<file path="config.mk">
export PLATFORM = sky130hd
export DESIGN_NAME = CRC_parallel_m_lfs_XOR
export DESIGN_NICKNAME = d
export VERILOG_FILES = /design/src/rtl/crc_checker_pkg.sv /design/src/rtl/crc_checker_lfs_xor.sv
export SDC_FILE = /design/constraint.sdc
export NUM_CORES = 1
export LEC_CHECK = 0
export ABC_AREA = 1
export CAP_MARGIN = 10
export CORE_UTILIZATION = 61
export DETAILED_ROUTE_END_ITERATION = 8
export GPL_TIMING_DRIVEN = 1
export PLACE_DENSITY = 0.91
export REMOVE_ABC_BUFFERS = 1
export SYNTH_ARGS = -nofsm -noshare
export SYNTH_HDL_FRONTEND = slang
export SYNTH_SLANG_ARGS = --single-unit
</file>
<file path="constraint.sdc">
create_clock -name vclk -period 10.7
set_input_delay 1.605 -clock vclk [all_inputs]
set_output_delay 1.605 -clock vclk [all_outputs]
set_load 0.005 [all_outputs]
</file>
<file path="src/rtl/crc_checker_pkg.sv">
// crc_checker_pkg: FSM state encoding and default CRC constants shared by the
// checker and the generator path.
// Build option: CRC_CHK_HOLD_EN adds the WAIT state (verdict held until acked).
package crc_checker_pkg;

    localparam int unsigned CRC_DATA_WIDTH       = 32;
    localparam int unsigned CRC_HASH_LENGTH      = 64;
    localparam int unsigned CRC_INPUT_COUNT_BITS = 13;
    localparam int unsigned CRC_INPUT_COUNT      = 4158;
    localparam int unsigned CRC_PARITY_COUNT     = CRC_HASH_LENGTH / CRC_DATA_WIDTH;

    // CRC-64/ECMA-182 generator polynomial (x^64 term implicit); narrower
    // hash lengths use the low HASH_LENGTH bits.
    localparam logic [63:0] CRC_POLY64 = 64'h42F0_E1EB_A9EA_3693;

    // One-hot checker states.
`ifdef CRC_CHK_HOLD_EN
    typedef enum logic [4:0] {
        ST_IDLE    = 5'b00001,
        ST_MSG     = 5'b00010,
        ST_PARITY  = 5'b00100,
        ST_VERDICT = 5'b01000,
        ST_WAIT    = 5'b10000
    } crc_chk_state_t;
`else
    typedef enum logic [3:0] {
        ST_IDLE    = 4'b0001,
        ST_MSG     = 4'b0010,
        ST_PARITY  = 4'b0100,
        ST_VERDICT = 4'b1000
    } crc_chk_state_t;
`endif

endpackage

</file>
<file path="src/rtl/crc_checker_lfs_xor.sv">
// CRC_parallel_m_lfs_XOR: combinational one-word CRC update. Folds DATA_WIDTH
// message bits, MSB first, into the running parity. Shared with the generator
// so both sides always use the same polynomial.
module CRC_parallel_m_lfs_XOR
    import crc_checker_pkg::*;
#(
    parameter int unsigned DATA_WIDTH  = CRC_DATA_WIDTH,
    parameter int unsigned HASH_LENGTH = CRC_HASH_LENGTH
)(
    input  logic [DATA_WIDTH-1:0]  i_message,
    input  logic [HASH_LENGTH-1:0] i_cur_parity,
    output logic [HASH_LENGTH-1:0] o_next_parity
);

    localparam logic [HASH_LENGTH-1:0] POLY = HASH_LENGTH'(CRC_POLY64);

    // Unrolled bit-serial LFSR: one shift/conditional-XOR per message bit.
    always_comb begin
        logic [HASH_LENGTH-1:0] acc;
        logic                   fb;
        acc = i_cur_parity;
        fb  = 1'b0;
        for (int unsigned i = 0; i < DATA_WIDTH; i++) begin
            fb  = acc[HASH_LENGTH-1] ^ i_message[DATA_WIDTH-1-i];
            acc = {acc[HASH_LENGTH-2:0], 1'b0};
            if (fb) begin
                acc = acc ^ POLY;
            end
        end
        o_next_parity = acc;
    end

endmodule

</file>
# Word-level counts from Yosys, hierarchy flattened
# Cells that the tools add are included.
# word_totals
ff_bits,0
output_inout_bits,64
# op_classes
muxes,32
bitwise,64
# ops
op,count
2-to-1 mux 63 bit,32
inverter 33 bit,32
bitwise XOR 1 bit,32

# Depth between registers and ports, before layout
# logic_depth
word_depth,64
ltp_mapped,41
depth_no_buf,39

# Least setup slack after synthesis
# OpenSTA, ideal clock, no wires.
# synth_timing
kind,input to output
startpoint,input port i_message[30]
endpoint,output port o_next_parity[10]
arrival_ps,4943
required_time_ps,9095
path_slack_ps,4152
stages,37
n_path_buf,4
path_cell_list,inv_1 -> nand2_1 -> nand2_4 -> nand2_2 -> nand2_4 -> nand2_1 -> nand2_4 -> nand2_2 -> nand2_1 -> nand2_1 -> nand2_4 -> nand3_1 -> nand2_4 -> buf_12 -> nand2_2 -> nand3_1 -> nand2_4 -> nand2_4 -> nand2_4 -> nand2_2 -> nand3_2 -> nand2_2 -> buf_6 -> nand2_2 -> nand3_2 -> nand2_1 -> inv_1 -> nand2_2 -> nand2_4 -> nand2_1 -> nand2_1 -> buf_6 -> nand2_4 -> nand2_2 -> buf_6 -> nand2_1 -> nand2_1
# synth_via
elab_chain_len,46
elab_cells_between_ends,89
# synth_rtl
item,line,source
start: declaration,crc_checker_lfs_xor.sv:10,"input logic [DATA_WIDTH-1:0] i_message,"
bitwise XOR 1 bit *,crc_checker_lfs_xor.sv:24,fb = acc[HASH_LENGTH-1] ^ i_message[DATA_WIDTH-1-i];
2-to-1 mux 63 bit *,crc_checker_lfs_xor.sv:26,if (fb) begin
inverter 33 bit (no source line) / 2-to-1 mux 63 bit (equally long branches),--,
2-to-1 mux 63 bit / inverter 33 bit (equally long branches),--,
inverter 33 bit (no source line) / 2-to-1 mux 63 bit (equally long branches),--,
2-to-1 mux 63 bit *,crc_checker_lfs_xor.sv:26,
inverter 33 bit (no source line) / 2-to-1 mux 63 bit (equally long branches),--,
2-to-1 mux 63 bit / inverter 33 bit (equally long branches),--,
[... 30 more ...],--,
2-to-1 mux 63 bit,crc_checker_lfs_xor.sv:26,
bitwise XOR 1 bit / 2-to-1 mux 63 bit (equally long branches),"crc_checker_lfs_xor.sv:24, crc_checker_lfs_xor.sv:26",
2-to-1 mux 63 bit / inverter 33 bit (equally long branches),--,
2-to-1 mux 63 bit,crc_checker_lfs_xor.sv:26,
inverter 33 bit (no source line) / bitwise XOR 1 bit (equally long branches),--,
2-to-1 mux 63 bit,crc_checker_lfs_xor.sv:26,
inverter 33 bit (no source line),--,
2-to-1 mux 63 bit *,crc_checker_lfs_xor.sv:26,
end: declaration,crc_checker_lfs_xor.sv:12,output logic [HASH_LENGTH-1:0] o_next_parity
# Mark *: on every way between the ends. The rest lies on a longest branch, timed or not.

# Worst setup path after layout
# layout_timing
startpoint,input port i_cur_parity[63]
endpoint,output port o_next_parity[32]
# layout_via
elab_chain_len,49
elab_cells_between_ends,92
# layout_rtl
item,line,source
start: declaration,crc_checker_lfs_xor.sv:11,"input logic [HASH_LENGTH-1:0] i_cur_parity,"
bitwise XOR 1 bit *,crc_checker_lfs_xor.sv:24,
2-to-1 mux 63 bit *,crc_checker_lfs_xor.sv:26,
2-to-1 mux 63 bit,crc_checker_lfs_xor.sv:26,
2-to-1 mux 63 bit *,crc_checker_lfs_xor.sv:26,
inverter 33 bit (no source line),--,
2-to-1 mux 63 bit,crc_checker_lfs_xor.sv:26,
2-to-1 mux 63 bit *,crc_checker_lfs_xor.sv:26,
2-to-1 mux 63 bit,crc_checker_lfs_xor.sv:26,
[... 31 more ...],--,
inverter 33 bit (no source line),--,
2-to-1 mux 63 bit (2 in series),crc_checker_lfs_xor.sv:26,
inverter 33 bit (no source line),--,
2-to-1 mux 63 bit (2 in series),crc_checker_lfs_xor.sv:26,
inverter 33 bit (no source line),--,
2-to-1 mux 63 bit,crc_checker_lfs_xor.sv:26,
inverter 33 bit (no source line),--,
2-to-1 mux 63 bit *,crc_checker_lfs_xor.sv:26,
# Marks and branches as above.

==> key figures <==
Layout
  • Layout cell share with drive strength beyond 1: 10.8%
  • Diodes inserted: 0
  • Commonest non-fill, non-tap cell in the layout: nand2_1
  • Clock buffer cells: 0
  • Final nets: 1757
  • Filler cells: 1175
  • Commonest non-fill, non-tap cells in the layout: nand2_1 (574), xor2_1 (326), nand3_1 (173), clkdlybuf4s50_1 (160), inv_1 (128)
  • Register area: 0 µm²
  • Post-layout util: 75.1%
  • Layout area overhead: 18.3%
  • Num sequential: 0

Hold path
  • Cells on Worst Hold Path: 5
  • Hold wc startpoint: i_message[1]
  • Worst min-delay path class: in -> out
  • Hold Crit Endpoint: o_next_parity[20]

Global routing
  • Global Route met2 Usage: 71.8%
  • Largest net degree at the start of global routing: 23
  • M1 GR Usage: 56.9%
  • Initial antenna violation count: 0
  • Gr busiest metal: met2
  • Vias in the first global route: 9394
  • GRT Total Usage: 44.3%
  • First-pass GRT wire length: 50.9 mm
  • Grt ovf: 0
  • M3 GR Usage: 8.03%

Timing
  • Setup violators final: 0
  • Unrepaired setup endpoints after global routing: false
  • Final min period: 10010 ps
  • Least-Margin Pin Slew: 740 ps
  • Max Fclk: 99.9 MHz
  • Setup TNS: 0 ps
  • Max_slew headroom: 50.5%
  • Tcrit/Tclk final: 93.5%
  • Final WS setup: 691 ps
  • Max-slew violation count: 0
  • Final Hold Vio Count: 0

Synth
  • Top cell type's share of synthesized area: 31.9%
  • Cell accounting for the most synthesized area: xor2_1
  • Synth area leaders: xor2_1 (32%), nand2_1 (24%), nand3_1 (9.7%)
  • Mapped cell area: 8960 µm²
  • Syn Inst Count: 1518
  • Post-Syn Area per Cell: 5.90 µm²
  • Syn. warnings: 0
  • Netlist cell types: 30
  • Sequential-to-total area share from yosys stat: 0%

Worst setup path
  • Worst stage delay on the critical path: 500 ps
  • Slowest cell on the critical path: clkdlybuf4s50_1
  • Most used cell, CP: nand2_1
  • Worst EP arrival: 8400 ps
  • CP Class: in -> out
  • Crit path buffers/inverters: 4
  • Startpoint Class: primary input
  • Data required, critical path: 9100 ps
  • CP endpoint kind: output pin
  • Crit-path leading delay family: simple AND/OR/NAND/NOR gates
  • Crit Path Max Fanout: 14

Routing
  • Antenna-violating nets left: 0
  • Drt pass-1 iters: 6
  • Via density: 5.60
  • Total number of vias: 10307
  • Drt wl/cell: 18.2 µm
  • Routed WL: 33.4 mm
  • Initial drt markers: 1082
  • DRC Markers: 0

Floorplan
  • Die ar.: 15200 µm²
  • Core area: 14100 µm²
  • Cell row count: 43
  • Initial core utilization: 63.5%
  • Die Span Y: 123 µm
  • Chip width: 123 µm
  • # IOs: 160

Run status
  • Status: complete, no violations

Clocking
  • Post-CTS sizing: 0
  • Postcts setup bufs: 0
  • CTS Hold Buffers Added: 0

Placement
  • Port-buffer cells: 160
  • Final HPWL DP: 29.2 mm
  • RePlAce Congestion: 1.06
  • Placement Setup Slack: 791 ps

Run
  • Max Cap Viol: 0
==> per-layer routing <==
metal / wire length (µm) / share of wire (%) / vias to the layer above
met4: 1650 / 4.9 / 0
met3: 3460 / 10 / 119
li1: - / - / 4900
met2: 14800 / 44 / 640
met5: 0 / 0 / -
met1: 13500 / 40 / 4648
==> area by class of cell <==
class	instances	area, µm²	share of cell area [%]
inverter	152	576	5.43
tap	180	225	2.13
multi-input combinational	1343	8160	77.0
timing repair buffer	164	1630	15.4
==> cell families after synthesis <==
| logic type | share of synthesized area [%] |
|---|---|
| AO/OA/AOI/OAI | 0.168 |
| AND/OR/NAND/NOR | 48.1 |
| buffers and inverters | 8.90 |
| XOR/XNOR | 42.9 |
==> how the worst max path moves through the flow <==
stage                     start                end  slack, ps  depth (start not counted)
3_5_place_dp   i_cur_parity[63]  o_next_parity[32]        790                         35
6_report       i_cur_parity[63]  o_next_parity[32]        690                         34
2_1_floorplan  i_cur_parity[63]  o_next_parity[24]       3030                         36
5_1_grt        i_cur_parity[63]  o_next_parity[24]        110                         38
3_3_place_gp   i_cur_parity[63]  o_next_parity[22]       1090                         36
4_1_cts        i_cur_parity[63]  o_next_parity[32]        790                         35
==> Yosys cell counts (all sizes together) <==
library cell    n
or2            13
clkinv          2
nor2           14
a21o            2
nand2         687
nand3         190
xnor3           2
nand3b          7
inv           150
xor2          332
nand4           1
xnor2          94
nand2b          1
buf            23
==> through the flow <==
stage / cells / cell area [µm²] / hold slack, ps
4_1_cts: 1839 / 10600 / 4610
3_3_place_gp: 1839 / 10600 / 4580
2_1_floorplan: 1495 / 8730 / 3500
3_5_place_dp: 1839 / 10600 / 4600
6_report: 1839 / 10600 / 4630
5_1_grt: 1839 / 10600 / 4640
Power is not shown: default switching activity piles up to over one toggle a cycle in this logic, so the estimate is an artifact.
